==> src/rtl/tdm_demux_1_16.sv <==
// Time-division demultiplexer, 1 serial stream to NUM_CHANNELS parallel channels.
// Samples are collected into shadow registers behind a frame sync. The parallel
// output is refreshed only when a frame completes, so a partial frame is never
// visible. An early sync aborts the partial frame and restarts collection.
module tdm_demux_1_16 #(
  parameter int NUM_CHANNELS = 16,
  parameter int DATA_WIDTH   = 1,
  parameter int SEL_WIDTH    = $clog2(NUM_CHANNELS)
) (
  input  logic                               Clock_In,
  input  logic                               Reset_In,
  input  logic                               Enable_In,
  input  logic                               Valid_In,
  input  logic                               Frame_Sync_In,
  input  logic [DATA_WIDTH-1:0]              Data_In,
  output logic [NUM_CHANNELS*DATA_WIDTH-1:0] Channel_Data_Out,
  output logic                               Frame_Valid_Out,
  output logic                               Frame_Error_Out,
  output logic [SEL_WIDTH-1:0]               Expected_Select_Out
);

  localparam logic [SEL_WIDTH-1:0] LAST_CH = SEL_WIDTH'(NUM_CHANNELS - 1);
  localparam logic [SEL_WIDTH-1:0] ONE_CH  = SEL_WIDTH'(1);

  typedef enum logic {HUNT, COLLECT} state_t;

  state_t                state;
  logic [SEL_WIDTH-1:0]  cnt;
  logic [DATA_WIDTH-1:0] shadow [NUM_CHANNELS];
  logic                  accept;

  // A sample is taken only when both the link and the block are enabled.
  assign accept = Enable_In & Valid_In;

  // Counter is a register; in HUNT it is held at 0.
  assign Expected_Select_Out = cnt;

  // Frame FSM: steers samples into shadow registers and publishes complete frames.
  always_ff @(posedge Clock_In or posedge Reset_In) begin
    if (Reset_In) begin
      state            <= HUNT;
      cnt              <= '0;
      Channel_Data_Out <= '0;
      Frame_Valid_Out  <= 1'b0;
      Frame_Error_Out  <= 1'b0;
      for (int i = 0; i < NUM_CHANNELS; i++) begin
        shadow[i] <= '0;
      end
    end else begin
      Frame_Valid_Out <= 1'b0;
      Frame_Error_Out <= 1'b0;
      if (accept) begin
        case (state)
          HUNT: begin
            // Non-sync samples are dropped until channel 0 is seen.
            if (Frame_Sync_In) begin
              shadow[0] <= Data_In;
              cnt       <= ONE_CH;
              state     <= COLLECT;
            end
          end
          COLLECT: begin
            if (Frame_Sync_In) begin
              // Early sync: abandon the partial frame and restart at channel 0.
              Frame_Error_Out <= 1'b1;
              shadow[0]       <= Data_In;
              cnt             <= ONE_CH;
            end else begin
              shadow[cnt] <= Data_In;
              if (cnt == LAST_CH) begin
                // Last channel bypasses the shadow so the frame publishes next cycle.
                for (int k = 0; k < NUM_CHANNELS - 1; k++) begin
                  Channel_Data_Out[k*DATA_WIDTH +: DATA_WIDTH] <= shadow[k];
                end
                Channel_Data_Out[(NUM_CHANNELS-1)*DATA_WIDTH +: DATA_WIDTH] <= Data_In;
                Frame_Valid_Out <= 1'b1;
                cnt             <= '0;
                state           <= HUNT;
              end else begin
                cnt <= cnt + ONE_CH;
              end
            end
          end
          default: begin
            state <= HUNT;
            cnt   <= '0;
          end
        endcase
      end
    end
  end

endmodule

==> config.mk <==
export PLATFORM = sky130hd
export DESIGN_NAME = tdm_demux_1_16
export DESIGN_NICKNAME = d
export VERILOG_FILES = /design/src/rtl/tdm_demux_1_16.sv
export SDC_FILE = /design/constraint.sdc
export NUM_CORES = 1
export LEC_CHECK = 0
export ABC_AREA = 1
export CAP_MARGIN = 20
export CORE_ASPECT_RATIO = 1.1
export CORE_UTILIZATION = 41
export CTS_BUF_LIST = sky130_fd_sc_hd__clkbuf_16
export CTS_CLUSTER_SIZE = 8
export DETAILED_ROUTE_END_ITERATION = 8
export GPL_TIMING_DRIVEN = 0
export PLACE_DENSITY = 0.66
export SKIP_LAST_GASP = 1
export SYNTH_ARGS = -nofsm -noshare
export SYNTH_HDL_FRONTEND = slang
export SYNTH_SLANG_ARGS = --single-unit
==> constraint.sdc <==
create_clock -name Clock_In -period 1.24 [get_ports Clock_In]
set_input_delay 0.248 -clock Clock_In [delete_from_list [all_inputs] [get_ports Clock_In]]
set_output_delay 0.248 -clock Clock_In [all_outputs]
set_load 0.01 [all_outputs]
==> results.sh, run 1 <==
export IMPL_status="finished, violations left"
export IMPL_violations="negative setup slack"
export IMPL_synthTopCellsByCount="91 x nand2_1, 38 x dfrtp_1, 17 x inv_1, 17 x nand3_1"
export IMPL_synth_cells=210
export IMPL_p_per_area_nw_per_um2=1530
export IMPL_yosys_top_cells_area="dfrtp_1 55%, nand2_1 20%, nand3_1 4.9%, o21ai_0 3.8%, inv_1 3.7%"
export IMPL_vias=1492
export IMPL_max_cap_violations=0
export IMPL_io_buffers=27
export IMPL_antenna_found_initial=0
export IMPL_drc=0
export IMPL_synth_area_um2=1730
export IMPL_critPathLaunch="Expected_Select_Out[1]$_DFFE_PP0P_"
export IMPL_stdcell_count=313
export IMPL_relSlewSlack_pct=48.4
export IMPL_grt_pass1_wl_mm=6.20
export IMPL_dr_pass1_iters=4
export IMPL_cts_buffers=5
export IMPL_worst_path_max_delay_cell="dfrtp_2"
export IMPL_die_area_um2=4480
export IMPL_syn_nets=220
export IMPL_cp_start_kind="flop"
export IMPL_rsz0062_at_grt="yes"
export IMPL_final_util_pct=61.1
export IMPL_crit_type="reg -> reg"
export IMPL_clk_pin_slew_worst_paths_ps=50
export IMPL_top_usage_layer="met2"
export IMPL_slowest_delay_ps=460
export IMPL_rows=24
export IMPL_grt_pass1_vias=1372
export IMPL_maxSlewViolCount=0
export IMPL_rr_worst_depth=8
export IMPL_clock_latency_ps=280
export IMPL_drive_gt1_share_pct=26.8
export IMPL_yosys_warnings=0
export IMPL_hold_violations=0
export IMPL_crit_fanout=7
export IMPL_r2r_end="Channel_Data_Out[3]$_DFFE_PP0P_"
export IMPL_antenna_cells=0
export IMPL_crit_arrival_ps=1460
export IMPL_clockBufferDepth=2
export IMPL_synthToLayoutAreaGrowth_pct=41.3
export IMPL_start_util_pct=43.2
export IMPL_fmax_mhz=777
export IMPL_fillers=362
export IMPL_root_buffer="clkbuf_16"
export IMPL_synth_cell_types=20
export IMPL_critPathTopFamily="flip-flops"
export IMPL_synth_edf_count=0
export IMPL_core_area_um2=3990
export IMPL_yosysSeqAreaShare_pct=55.1
export IMPL_grt_max_degree=39
export IMPL_avgSynthCellArea_um2=8.22
export IMPL_async_reset_ff_share_pct=100
export IMPL_synth_top_cell_area_share_pct=55.1
export IMPL_worst_setup_path_end_kind="flop"
export IMPL_met1_usage_pct=22.8
export IMPL_fp_dieH_um=70.1
export IMPL_met3_usage_pct=5.56
export IMPL_worst_slack_ps=-46.5
export IMPL_synth_seq_cells=38
export IMPL_drt_wl_total_mm=3.66
export IMPL_grt_overflow_total=0
export IMPL_drtIter0Drc=71
export IMPL_crit_end="Channel_Data_Out[3]$_DFFE_PP0P_"
export IMPL_viasPerCell=4.77
export IMPL_cp_cell_sequence="ha_4, inv_4, nor2_4, nand3_4, clkinv_4, buf_6, nand2_2, nand2_1"
export IMPL_fp_dieW_um=63.9
export IMPL_design_portCount=28
export IMPL_fin_nets=270
export IMPL_period_needed_ps=1290
export IMPL_grt_usage_pct=18.8
export IMPL_yosysTopAreaCell="dfrtp_1"
export IMPL_cp_num_cells=8
export IMPL_power_leakage_nw=1.34
export IMPL_worst_pin_slew_ps=773
export IMPL_timing_hold_ws_ps=321
export IMPL_fin_setup_tns_ps=-423
export IMPL_fin_crit_sh_pct=104
export IMPL_cts_sinks=38
export IMPL_cts_tree="done"
export IMPL_reg2reg_from="Expected_Select_Out[1]$_DFFE_PP0P_"
export IMPL_hpwl_mm=2.30
export IMPL_ff2ff_setup_slack_ps=-50
export IMPL_wl_per_cell_um=11.7
export IMPL_gp_congestion=0.883
export IMPL_ir_drop_mv=0.865
export IMPL_total_power_mw=3.73
export IMPL_fin_skew_ps=2.74
export IMPL_hold_path_class="in -> reg"
export IMPL_synth_ff_type="dfrtp_1"
export IMPL_setup_viol=13
export IMPL_gr_usage_met2_pct=30.4
export IMPL_ant_nets=0
export IMPL_path_buf_inv=3
export IMPL_crit_required_ps=1420
export IMPL_htreeDepth=2
export IMPL_synth_most_common_cell="nand2_1"
export IMPL_dp_cells=289
[kinds of logic after synthesis]
logic type	share of synthesized area, %
AO/OA/AOI/OAI	5.00
XOR/XNOR	0.507
adder cells (fa/ha/maj)	2.90
buffers and inverters	5.65
flip-flops	55.1
AND/OR/NAND/NOR	30.9
[cells in the final DEF (no fill, tap or decap), types with 6 or more instances in the layout]
cell	n
nand2_1	80
dfrtp_1	35
dlygate4sd2_1	19
nand3_1	17
buf_4	14
nand2_2	12
o21ai_0	10
inv_1	10
inv_2	6
nor2_1	6
nor2_2	6
o21ai_1	6
[where the power goes]
| group | internal (mW) | total [mW] | switching [mW] | leakage, nW |
|---|---|---|---|---|
| logic | 0.325 | 0.762 | 0.437 | 0.747 |
| clock network | 0.940 | 1.42 | 0.480 | 0.0836 |
| registers | 1.40 | 1.55 | 0.143 | 0.509 |
| total | 2.67 | 3.73 | 1.06 | 1.34 |
[worst min-delay path, delay by kind of cell]
kind	cells	cell delay [ps]
buf+inv	1	160
simple gates	2	150
[registers in the layout, summed over array words and instances (netlist names)]
name,flops
Frame_Error_Out,1
shadow,15
Channel_Data_Out,16
Frame_Valid_Out,1
Expected_Select_Out,4
state,1
[final cells by class]
type	count	area (um2)	area share, %
flip-flops and latches	38	955	39.1
multi-input cells	150	781	32.0
repair buffers	42	350	14.4
clock buffers	5	125	5.13
inverters	19	81.3	3.33
well taps	52	65.1	2.67
plain buffers	4	42.5	1.74
clock inverters	3	40.0	1.64
[routing by layer]
metal / vias up / wire length, um
li1: 761 / -
met3: 6 / 219
met1: 684 / 1600
met5: - / 0
met2: 41 / 1770
met4: 0 / 67
[through the flow]
stage | instance area [um2] | setup WS [ps]
2_1_floorplan | 1750 | -7.75
6_report | 2440 | -46.5
5_1_grt | 2440 | -137
4_1_cts | 2370 | -53.7
3_3_place_gp | 2090 | -812
3_5_place_dp | 2090 | -461
[what timing repair did]
action                                 in CTS  in global routing
gates resized for setup                    47                 25
setup buffers                               9                  5
hold buffers                                0                  0
cloned                                      2                  0
pin swaps                                   2                  6
endpoints found under the hold margin       0                  0
setup endpoints to repair                  52                 38
[worst min path at each step]
stage               cells after the start  slack (ps)                               end                    from
finish                                  3         320         Frame_Error_Out$_DFF_PP0_           Frame_Sync_In
global route                            3         340         Frame_Error_Out$_DFF_PP0_           Frame_Sync_In
CTS                                     2         460            shadow[15]$_DFFE_PP0P_                Reset_In
detailed placement                      2         460  Channel_Data_Out[12]$_DFFE_PP0P_   shadow[3]$_DFFE_PP0P_
global placement                        2         450   Channel_Data_Out[3]$_DFFE_PP0P_  shadow[12]$_DFFE_PP0P_
floorplan                               2         390            shadow[14]$_DFFE_PP0P_                 Data_In
(Power assumes the default switching activity.)
==> run 2, diff against run 1 <==
CORE_UTILIZATION = 47   (was 41)
CTS_CLUSTER_SIZE = 25   (was 8)
PLACE_DENSITY = 0.74   (was 0.66)
==> run 2 against run 1 <==
  * Highest routed layer unchanged
  * Setup slack worse by 58 ps
  * Via count is 2.5% higher
  * Final cell count down 0.64%
  * Total power shrank 5.2%
  * Sequential share of layout area is 0.12 points higher
  * Sequential power is essentially flat
  * The flow still finishes with violations (negative setup slack)
  * Register-to-register slack got worse by 60 ps
  * Clock-buffer cell count did not move
==> results.sh, run 2 (synthesis results as in run 1) <==
export IMPL_die_area_um2=3920
export IMPL_antenna_cells=0
export IMPL_dp_slack_ps=-448
export IMPL_io_buffers=27
export IMPL_rsz0062_at_grt="yes"
export IMPL_postPlaceCellArea_um2=2080
export IMPL_crit_fanout=6
export IMPL_maxSlewViolCount=0
export IMPL_dp_cells=285
export IMPL_relSlewSlack_pct=48.7
export IMPL_htreeDepth=2
export IMPL_violations="negative setup slack"
export IMPL_final_cell_area_um2=2430
export IMPL_crit_arrival_ps=1510
export IMPL_stdcell_count=311
export IMPL_grt_pass1_wl_mm=6.38
export IMPL_drive_gt1_share_pct=27.8
export IMPL_crit_end="Channel_Data_Out[10]$_DFFE_PP0P_"
export IMPL_worst_setup_path_end_kind="flop"
export IMPL_power_frac_comb_pct=22.6
export IMPL_grt_pass1_vias=1434
export IMPL_clock_latency_ps=280
export IMPL_cp_cell_sequence="ha_4, inv_4, nor2_4, nand3_4, clkinv_4, buf_4, nand2_1, nand2_1"
export IMPL_p_int_mw=2.45
export IMPL_rows=22
export IMPL_power_leakage_nw=1.34
export IMPL_hpwl_mm=2.21
export IMPL_clk_pin_slew_worst_paths_ps=50
export IMPL_root_buffer="clkbuf_16"
export IMPL_grt_overflow_total=0
export IMPL_wl_per_cell_um=12.4
export IMPL_p_per_area_nw_per_um2=1450
export IMPL_cpMostUsedCell="nand2_1"
export IMPL_status="finished, violations left"
export IMPL_setup_viol=22
export IMPL_grt_max_degree=39
export IMPL_fin_nets=272
export IMPL_min_delay_path_depth=3
export IMPL_power_share_switching_pct=30.5
export IMPL_top_register="Channel_Data_Out"
export IMPL_ff2ff_setup_slack_ps=-100
export IMPL_max_cap_violations=0
export IMPL_start_util_pct=50.6
export IMPL_rr_worst_depth=8
export IMPL_fin_setup_tns_ps=-1590
export IMPL_critPathTopFamily="flip-flops"
export IMPL_fmax_mhz=744
export IMPL_synthToLayoutAreaGrowth_pct=40.9
export IMPL_hold_path_class="in -> reg"
export IMPL_largest_reg_flops=16
export IMPL_cp_num_cells=8
export IMPL_seqPwrFrac_pct=43.9
export IMPL_ant_nets=0
export IMPL_cp_start_kind="flop"
export IMPL_fp_dieH_um=65.6
export IMPL_clockBufferDepth=2
export IMPL_critPathLaunch="Expected_Select_Out[0]$_DFFE_PP0P_"
export IMPL_fin_skew_ps=2.26
export IMPL_hold_violations=0
export IMPL_crit_required_ps=1410
export IMPL_worst_pin_slew_ps=769
export IMPL_r2r_end="Channel_Data_Out[10]$_DFFE_PP0P_"
export IMPL_cts_buffers=5
export IMPL_viasPerCell=4.92
export IMPL_path_buf_inv=3
export IMPL_core_area_um2=3410
export IMPL_cts_sinks=38
export IMPL_ir_drop_mv=0.996
export IMPL_drtIter0Drc=47
export IMPL_worst_path_max_delay_cell="dfrtp_2"
export IMPL_vias=1530
export IMPL_p_clk_share_pct=33.5
export IMPL_dr_pass1_iters=4
export IMPL_antenna_found_initial=0
export IMPL_drt_wl_total_mm=3.87
export IMPL_grt_usage_pct=22.4
export IMPL_period_needed_ps=1340
export IMPL_worst_slack_ps=-104
export IMPL_drc=0
export IMPL_gp_congestion=0.919
export IMPL_crit_type="reg -> reg"
export IMPL_final_common_cell="nand2_1"
export IMPL_slowest_delay_ps=460
export IMPL_reg2reg_from="Expected_Select_Out[0]$_DFFE_PP0P_"
export IMPL_fp_dieW_um=59.8
export IMPL_fin_crit_sh_pct=108
export IMPL_most_common_layout_cells="79 x nand2_1, 35 x dfrtp_1, 19 x dlygate4sd2_1, 17 x nand3_1, 16 x buf_4"
export IMPL_switching_power_mw=1.08
export IMPL_cts_tree="done"
export IMPL_design_portCount=28
==> run 2: cell types whose count changed in the layout (fill, tap and decap cells not counted), sizes merged <==
cell,before,now
buf,18,20
bufinv,1,0
inv,18,19
==> run 2: power by group through the flow <==
stage	Combinational [mW]	Sequential, mW	Clock (mW)
final	0.799	1.55	1.18
after global routing	0.882	1.56	1.26
after CTS	0.683	1.53	1.20
after detailed placement	0.623	1.55	0
after global placement	0.613	1.54	0
after floorplan	0.410	1.54	0
==> run 2: cell type report <==
| cell class | instances | area (um2) |
|---|---|---|
| plain buffers | 4 | 42.5 |
| clock buffers | 5 | 125 |
| clock inverters | 3 | 12.5 |
| fillers | 282 | 981 |
| inverters | 19 | 81.3 |
| multi-input cells | 150 | 791 |
| flip-flops and latches | 38 | 955 |
| well taps | 48 | 60.1 |
| repair buffers | 44 | 365 |
==> run 2: worst min-delay path by stage <==
stage | from | end | slack (ps)
after CTS | Reset_In | Channel_Data_Out[7]$_DFFE_PP0P_ | 460
after floorplan | Data_In | shadow[14]$_DFFE_PP0P_ | 390
after detailed placement | shadow[2]$_DFFE_PP0P_ | Channel_Data_Out[13]$_DFFE_PP0P_ | 460
final | Frame_Sync_In | Frame_Error_Out$_DFF_PP0_ | 330
after global placement | shadow[12]$_DFFE_PP0P_ | Channel_Data_Out[3]$_DFFE_PP0P_ | 450
after global routing | Frame_Sync_In | Frame_Error_Out$_DFF_PP0_ | 360
==> run 2: timing repair <==
item	4_1_cts	5_1_grt
setup buffers	10	5
pin swaps	4	8
gates resized for setup	44	37
hold buffers	0	0
gates cloned	2	1
endpoints found under the setup margin	50	38
==> run 2: routing by layer <==
metal / global-route usage [%] / part of all wire, %
met1: 27.7 / 43
met2: 35.1 / 50
met3: 6.50 / 4.3
met4: 11.3 / 2.8
met5: 0 / 0
==> run 2: worst reg2reg max path: stages (launching register included) <==
cell	delay, ps
dfrtp_2	460
ha_4	200
inv_4	70
nor2_4	40
nand3_4	120
clkinv_4	100
buf_4	140
nand2_1	60
nand2_1	50
==> run 2: through the flow <==
step,hold WS [ps],utilization (%),power [mW]
6_report,331,71.3,3.53
3_3_place_gp,452,61.1,2.16
4_1_cts,464,68.3,3.42
5_1_grt,362,71.3,3.71
2_1_floorplan,386,-,1.95
3_5_place_dp,459,61.1,2.17
